<file path="src/rtl/tlv5618_frame_receiver.sv">
// TLV5618 serial-frame receiver: oversamples nCS/SCLK/DIN on Clk, rebuilds 16-bit frames
// and mirrors the DAC register state. Optional expectation checker: TLV5618_RX_CHECK_EN.
module tlv5618_frame_receiver (
  input  logic        Clk,
  input  logic        reset_n,
  input  logic        nCS,
  input  logic        SCLK,
  input  logic        DIN,
`ifdef TLV5618_RX_CHECK_EN
  input  logic [11:0] ExpectDacA,
  input  logic [11:0] ExpectDacB,
  output logic        Mismatch,
`endif
  output logic [11:0] DacAValue,
  output logic [11:0] DacBValue,
  output logic [11:0] BufferValue,
  output logic        Speed,
  output logic        PowerDown,
  output logic [15:0] FrameWord,
  output logic        FrameValid,
  output logic        FrameError,
  output logic [1:0]  ErrorCode,
  output logic [15:0] FrameCount
);

  typedef enum logic [1:0] {IDLE, SHIFT, DECODE} state_t;

  logic ncs_s1_q, ncs_s2_q, ncs_h_q;
  logic sclk_s1_q, sclk_s2_q, sclk_h_q;
  logic din_s1_q, din_s2_q;
  logic ncs_fall, ncs_rise, sclk_fall;

  state_t      state_q, state_d;
  logic [15:0] shift_q, shift_d;
  logic [4:0]  bitcnt_q, bitcnt_d;
  logic [11:0] daca_q, daca_d, dacb_q, dacb_d, buf_q, buf_d;
  logic        spd_q, spd_d, pwr_q, pwr_d;
  logic [15:0] fword_q, fword_d;
  logic        fvalid_q, fvalid_d, ferr_q, ferr_d;
  logic [1:0]  ecode_q, ecode_d;
  logic [15:0] fcnt_q, fcnt_d;

  // DIN needs no history FF: only its level is sampled, on an SCLK falling edge.
  always_ff @(posedge Clk or negedge reset_n) begin
    if (!reset_n) begin
      ncs_s1_q  <= 1'b1;
      ncs_s2_q  <= 1'b1;
      ncs_h_q   <= 1'b1;
      sclk_s1_q <= 1'b1;
      sclk_s2_q <= 1'b1;
      sclk_h_q  <= 1'b1;
      din_s1_q  <= 1'b0;
      din_s2_q  <= 1'b0;
    end else begin
      ncs_s1_q  <= nCS;
      ncs_s2_q  <= ncs_s1_q;
      ncs_h_q   <= ncs_s2_q;
      sclk_s1_q <= SCLK;
      sclk_s2_q <= sclk_s1_q;
      sclk_h_q  <= sclk_s2_q;
      din_s1_q  <= DIN;
      din_s2_q  <= din_s1_q;
    end
  end

  assign ncs_fall  = ~ncs_s2_q & ncs_h_q;
  assign ncs_rise  = ncs_s2_q & ~ncs_h_q;
  assign sclk_fall = ~sclk_s2_q & sclk_h_q;

  always_ff @(posedge Clk or negedge reset_n) begin
    if (!reset_n) begin
      state_q  <= IDLE;
      shift_q  <= '0;
      bitcnt_q <= '0;
      daca_q   <= '0;
      dacb_q   <= '0;
      buf_q    <= '0;
      spd_q    <= 1'b0;
      pwr_q    <= 1'b0;
      fword_q  <= '0;
      fvalid_q <= 1'b0;
      ferr_q   <= 1'b0;
      ecode_q  <= '0;
      fcnt_q   <= '0;
    end else begin
      state_q  <= state_d;
      shift_q  <= shift_d;
      bitcnt_q <= bitcnt_d;
      daca_q   <= daca_d;
      dacb_q   <= dacb_d;
      buf_q    <= buf_d;
      spd_q    <= spd_d;
      pwr_q    <= pwr_d;
      fword_q  <= fword_d;
      fvalid_q <= fvalid_d;
      ferr_q   <= ferr_d;
      ecode_q  <= ecode_d;
      fcnt_q   <= fcnt_d;
    end
  end

  always_comb begin
    state_d  = state_q;
    shift_d  = shift_q;
    bitcnt_d = bitcnt_q;
    daca_d   = daca_q;
    dacb_d   = dacb_q;
    buf_d    = buf_q;
    spd_d    = spd_q;
    pwr_d    = pwr_q;
    fword_d  = fword_q;
    fvalid_d = 1'b0;
    ferr_d   = 1'b0;
    ecode_d  = ecode_q;
    fcnt_d   = fcnt_q;
    case (state_q)
      IDLE: begin
        if (ncs_fall) begin
          shift_d  = '0;
          bitcnt_d = '0;
          state_d  = SHIFT;
        end
      end
      SHIFT: begin
        // A falling SCLK coincident with nCS rising still belongs to this frame.
        if (sclk_fall) begin
          shift_d = {shift_q[14:0], din_s2_q};
          if (bitcnt_q != 5'd17) bitcnt_d = bitcnt_q + 5'd1;
        end
        if (ncs_rise) state_d = DECODE;
      end
      DECODE: begin
        state_d = IDLE;
        if (bitcnt_q != 5'd16) begin
          ferr_d  = 1'b1;
          ecode_d = 2'b01;
        end else begin
          fword_d = shift_q;
          if (shift_q[15] & shift_q[12]) begin
            ferr_d  = 1'b1;
            ecode_d = 2'b10;
          end else begin
            case ({shift_q[15], shift_q[12]})
              2'b00: begin
                dacb_d = shift_q[11:0];
                buf_d  = shift_q[11:0];
              end
              2'b01: buf_d = shift_q[11:0];
              default: begin
                daca_d = shift_q[11:0];
                dacb_d = buf_q;
              end
            endcase
            spd_d    = shift_q[14];
            pwr_d    = shift_q[13];
            fvalid_d = 1'b1;
            fcnt_d   = fcnt_q + 16'd1;
          end
        end
      end
      default: state_d = IDLE;
    endcase
  end

`ifdef TLV5618_RX_CHECK_EN
  logic mismatch_q;

  always_ff @(posedge Clk or negedge reset_n) begin
    if (!reset_n) mismatch_q <= 1'b0;
    else if (fvalid_q) mismatch_q <= (daca_q != ExpectDacA) | (dacb_q != ExpectDacB);
  end

  assign Mismatch = mismatch_q;
`endif

  assign DacAValue   = daca_q;
  assign DacBValue   = dacb_q;
  assign BufferValue = buf_q;
  assign Speed       = spd_q;
  assign PowerDown   = pwr_q;
  assign FrameWord   = fword_q;
  assign FrameValid  = fvalid_q;
  assign FrameError  = ferr_q;
  assign ErrorCode   = ecode_q;
  assign FrameCount  = fcnt_q;

endmodule

</file>
<file path="config.mk">
export PLATFORM = sky130hd
export DESIGN_NAME = tlv5618_frame_receiver
export DESIGN_NICKNAME = d
export VERILOG_FILES = /design/src/rtl/tlv5618_frame_receiver.sv
export SDC_FILE = /design/constraint.sdc
export NUM_CORES = 1
export LEC_CHECK = 0
export CAP_MARGIN = 40
export CORE_AREA = 2 2 110 86
export DETAILED_ROUTE_END_ITERATION = 8
export DIE_AREA = 0 0 112 88
export PLACE_DENSITY_LB_ADDON = 0.1
export SLEW_MARGIN = 20
export SYNTH_ARGS = -nofsm -noshare
export SYNTH_HDL_FRONTEND = slang
export SYNTH_SLANG_ARGS = --single-unit
</file>
<file path="constraint.sdc">
create_clock -name Clk -period 2.7 [get_ports Clk]
set_input_delay 0.27 -clock Clk [delete_from_list [all_inputs] [get_ports Clk]]
set_output_delay 0.27 -clock Clk [all_outputs]
set_load 0.02 [all_outputs]
</file>
==> results of run 1 <==
-- state kept, by name (all words and copies together) (netlist names), 2 cells and up --
name         flops
ErrorCode        2
BufferValue     12
state_q          2
DacBValue       12
DacAValue       12
FrameWord       16
shift_q         16
FrameCount      16
bitcnt_q         5
-- power by group --
| part | total, mW | leakage (nW) | internal, mW | switching [mW] |
|---|---|---|---|---|
| Combinational | 0.163 | 1.06 | 0.0615 | 0.102 |
| Sequential | 1.65 | 1.43 | 1.61 | 0.0430 |
| Clock | 1.38 | 0.149 | 0.816 | 0.559 |
-- worst min path at each step --
stage	to	cells past startpoint	slack [ns]	start
finish	ncs_s1_q$_DFF_PN1_	1	0.34	nCS
global route	ncs_s1_q$_DFF_PN1_	1	0.33	nCS
CTS	ncs_s1_q$_DFF_PN1_	1	0.34	nCS
detailed placement	DacBValue[0]$_DFFE_PN0P_	1	0.34	reset_n
global placement	din_s2_q$_DFF_PN0_	0	0.33	din_s1_q$_DFF_PN0_
floorplan	BufferValue[0]$_DFFE_PN0P_	0	-0.03	reset_n
-- area by class of cell --
type	instances	area, um^2	area share
clock buffer	10	229.0	0.04140
clock inverter	6	92.59	0.01674
inverter	5	18.77	0.003394
multi-input combinational	220	1559	0.2819
sequential	105	2635	0.4765
tap	112	140.1	0.02534
timing repair buffer	88	855.8	0.1548
-- layer usage --
layer | track usage | vias to the layer above
met5 | 0 | -
met4 | 0.03880 | 0
met3 | 0.04775 | 2
met2 | 0.2898 | 78
met1 | 0.2706 | 1389
li1 | - | 1348
-- layout by cell type, fill, tap and decap left out, types with 10 or more instances in the layout --
cell / count
mux2_2: 31
o21ai_0: 17
xor2_1: 11
mux2_4: 10
buf_4: 10
dfrtp_1: 99
a21oi_1: 14
nor2_1: 19
clkdlybuf4s50_1: 77
nand2_1: 50
mux2i_1: 12
-- logic make-up (layout without fill, tap and decap cells) --
logic type                 count (synthesis)  count (layout)  share of synthesized area
adders and majority gates                  4               4                    0.01170
muxes                                     53              53                     0.1448
and+or+nand+nor                          108             108                     0.1243
DFF                                      105             105                     0.6160
buffers and inverters                     18             109                    0.01960
AOI/OAI and AO/OA                         38              38                    0.04884
xor gates and xnor gates                  17              17                    0.03480
-- through the flow --
stage               cells  utilization  power (mW)  hold slack (ns)
finish                546       0.6296       3.192           0.3442
global route          546       0.6296       3.316           0.3313
CTS                   546       0.6296       3.228           0.3353
detailed placement    529       0.5919       1.848           0.3416
global placement      529       0.5919       1.837           0.3341
floorplan             343            -       1.761         -0.02559
==> results.ini, run 1 <==
[sta]
period_needed_ns = 2.008
finalWorstSetupSlack_ns = 0.6922
final-hold-violation-count = 0
fin_skew_ns = 0.008313
fin_tns_setup_ns = 0
setup_viol = 0
tightestPinTransition_ns = 0.6505
final.period_utilization = 0.7436
rsz0062_at_grt = false
slew_headroom = 0.5664
fmax_mhz = 498.1
slew_viol_final = 0

[routing]
via_per_inst = 5.159
post_drt_wl_per_cell_um = 15.97
dr.pass1.iters = 4
top_layer = met4
route.met3.wl_um = 379
drtIter0Drc = 148
drtAntennaViolNets = 0
vias = 2817
route.met2.wl_mm = 3.941
wirelength_mm = 8.717
m1WireLength_mm = 4.363
drcViolationCount = 0

[yosys]
synth_most_common_cell = dfrtp_1
synth.area.top_cells = dfrtp_1, mux2_2, nand2_1
synth_commonest_cells = dfrtp_1, nand2_1, mux2_2
yosys.area.top_type_share = 0.5791
synth-seq-area-share = 0.6160
async_flop_share = 1.000
syn_inst = 343
synth_top_cell_by_area = dfrtp_1
synth_ff_type = dfrtp_1
syn_area_per_cell_um2 = 12.47
synth_cell_types = 38
ys_warn_count = 0
synth_enable_flop_cells = 0
synthesis.nets = 352
ys_seq_elements = 105
netlist_area_mm2 = 0.004278

[setup_path]
reg2reg_depth = 7
end_kind = register
crit_fanout = 12
path_class = reg2reg
cp.depth = 7
r2r-start = bitcnt_q[1]$_DFFE_PN0P_
cp_top_family = simple AND/OR/NAND/NOR gates
crit_slowest_cell = dfrtp_1
crit_start = bitcnt_q[1]$_DFFE_PN0P_
r2r_setup_slack_ns = 0.69
path_cells = inv_1 -> ha_1 -> and4bb_2 -> nand2_2 -> nor2_1 -> buf_4 -> mux2_2
crit_buf_inv = 2
rr_endpoint = BufferValue[2]$_DFFE_PN0P_
cp-start-kind = register
worstPathRequired_ns = 2.91
max_stage_delay_ns = 0.41
cp-endpoint = BufferValue[2]$_DFFE_PN0P_
arrival_ns = 2.22

[die]
fp.dieW_um = 112
die_area_mm2 = 0.009856
num_rows = 30
floorplan.initialDensity = 0.4870
core-area_mm2 = 0.008783
io_pins = 79
fp.dieH_um = 88

[clocking]
cts_root_buf = clkbuf_16
numCtsBuffers = 9
cts_tree = done
clk_pin_slew_worst_paths_ns = 0.07
cts.path.max_buffers = 2
cts_resized = 0
hold_buffers = 1
htreeDepth = 3
postCtsSetupBuffers = 0
insertion_delay_ns = 0.33
cts_sinks = 105

[layout]
num_antenna_cells = 0
drive_above_1_share = 0.1797
n_fill_cell = 747
syn_to_final_growth_pct = 29.28
nets = 438
stdcell_area_mm2 = 0.005530

[placement]
portBuffers = 78
dp_hpwl_mm = 5.994
place_area_mm2 = 0.005199
place_ws_ns = 0.6810
place.gp.congestion = 0.7807

[grt]
grt_remaining_overflow = 0
grt_pass1_wl_mm = 14.58
antenna_found_initial = 0
grt_usage = 0.1866
grt_pass1_vias = 2854
grt_max_degree = 54

[min_path]
hp-class = in2reg

[status]
status = complete, no violations

[power_and_ir_drop]
leakagePower_nw = 2.640
vdd_drop_max_mv = 0.4476
power_density_mw_per_mm2 = 577.1

[run]
drv_cap = 0

Power figures use the tool's default switching activity.
==> inputs of run 2 (changes only) <==
==> constraint.sdc (replaced) <==
create_clock -name Clk -period 2 [get_ports Clk]
set_input_delay 0.2 -clock Clk [delete_from_list [all_inputs] [get_ports Clk]]
set_output_delay 0.2 -clock Clk [all_outputs]
set_load 0.02 [all_outputs]
==> run 2 against run 1 <==
Fmax up 6.0%. First-iteration DRC count down 3.4%. Core utilization up 1.1 points. Wire length about the same. Critical path depth down 1. Clock skew up 0.0025 ns. Total power up 39%. Global-route usage about the same. Combinational power up 60%. Sequential share of layout area down 0.81 points. Critical path type unchanged. Critical endpoint is now DacAValue[10]$_DFFE_PN0P_.
==> results.ini, run 2 (synthesized netlist as in run 1, its figures left out) <==
[die]
fp.dieW_um = 112
core-area_mm2 = 0.008783
fp.dieH_um = 88
floorplan.initialDensity = 0.4870
io_pins = 79
die_area_mm2 = 0.009856
num_rows = 30

[sta]
slew_headroom = 0.6212
fin_skew_ns = 0.01077
rsz0062_at_grt = false
fin_tns_setup_ns = 0
final.period_utilization = 0.9472
finalWorstSetupSlack_ns = 0.1056
hold_ws_ns = 0.2646
period_needed_ns = 1.894
tightestPinTransition_ns = 0.5603
setup_viol = 0
final-hold-violation-count = 0
fmax_mhz = 527.9
slew_viol_final = 0

[status]
status = complete, no violations

[routing]
drcViolationCount = 0
vias = 2844
wirelength_mm = 8.721
via_per_inst = 5.171
drtAntennaViolNets = 0
dr.pass1.iters = 4
drtIter0Drc = 143
post_drt_wl_per_cell_um = 15.86

[clocking]
postCtsSetupBuffers = 0
cts_tree = done
htreeDepth = 3
clk_pin_slew_worst_paths_ns = 0.06
numCtsBuffers = 9
cts_root_buf = clkbuf_16
cts_sinks = 105
cts.path.max_buffers = 2
insertion_delay_ns = 0.34

[setup_path]
crit_fanout = 12
reg2reg_depth = 6
arrival_ns = 2.11
path_cells = inv_1 -> ha_1 -> and4bb_2 -> nor3b_4 -> nand2_2 -> mux2_4
end_kind = register
max_stage_delay_ns = 0.38
path_class = reg2reg
cp-start-kind = register
crit_slowest_cell = mux2_4
worstPathRequired_ns = 2.22

[layout]
layout_commonest_cell = dfrtp_1
drive_above_1_share = 0.1872
num_antenna_cells = 0
final_cell_mix = dfrtp_1, clkdlybuf4s50_1, nand2_1, mux2_2, nor2_1
nets = 443
syn_to_final_growth_pct = 31.50

[min_path]
hp-class = in2reg
whs_path_depth = 1

[power_and_ir_drop]
power_density_mw_per_mm2 = 787.3
vdd_drop_max_mv = 0.5355
leakagePower_nw = 2.684

[grt]
grt_usage = 0.1864
grt_pass1_wl_mm = 14.38
grt_max_degree = 38
antenna_found_initial = 0
grt_pass1_vias = 2769
grt_remaining_overflow = 0

[placement]
portBuffers = 78
place.gp.congestion = 0.7956
place_ws_ns = 0.08998
dp_hpwl_mm = 5.913

[run]
drv_cap = 0

## run 2: cell types whose count changed in the layout (fill, tap and decap cells not counted)
cell and change:
clkinv_4 -2, buf_4 +2, buf_12 +3, nand3_2 -1, bufinv_16 +1, nand3_4 +1
## run 2: power by group
part,switching (mW),total (mW),internal (mW)
registers,0.0452,2.22,2.17
clock network,0.732,1.95,1.22
logic,0.156,0.261,0.105
total,0.934,4.43,3.50
## run 2: layout make-up
| class | instances | area (um^2) |
|---|---|---|
| fillers | 712 | 3158 |
| flip-flops and latches | 105 | 2635 |
| multi-input cells | 220 | 1567 |
| repair buffers | 93 | 930.9 |
| clock buffers | 10 | 229.0 |
| well taps | 112 | 140.1 |
| clock inverters | 5 | 105.1 |
| inverters | 5 | 18.77 |
## run 2: critical path, delay by kind of cell, from the launching register on
kind	cells	cell delay, ns
simple gates	3	0.80
mux	1	0.38
flops	1	0.37
fa+ha+maj	1	0.14
buf+inv	1	0.07
## run 2: routing by layer
metal  wire, um  up-vias  global-route usage
li1           -     1361                   -
met1       4342     1400              0.2735
met2       3863       74              0.2782
met3        419        9             0.04913
met4         96        0             0.05322
met5          0        -                   0
## run 2: path summary, 6_finish.rpt
check	start	endpoint	slack, ns
worst max-delay path	bitcnt_q[1]$_DFFE_PN0P_	DacAValue[10]$_DFFE_PN0P_	0.11
worst min-delay path	SCLK	sclk_s1_q$_DFF_PN1_	0.26
min in group asynchronous	reset_n	DacBValue[3]$_DFFE_PN0P_	0.36
worst max register to register	bitcnt_q[1]$_DFFE_PN0P_	DacAValue[10]$_DFFE_PN0P_	0.11
max in group asynchronous	reset_n	sclk_h_q$_DFF_PN1_	1.03
worst min register to register	din_s1_q$_DFF_PN0_	din_s2_q$_DFF_PN0_	0.35
## run 2: stage by stage
step                utilization  instance area, um^2  cells  power, mW
floorplan                     -                 4278    343      2.377
global placement         0.6004                 5274    534      2.508
detailed placement       0.6004                 5274    534      2.518
CTS                      0.6396                 5618    550      4.487
global route             0.6405                 5625    550      4.610
finish                   0.6405                 5625    550      4.429
## run 2: timing repair
action,CTS,global route
hold endpoints to repair,33,0
endpoints found under the setup margin,0,6
resized for setup,0,1
hold buffers,1,0
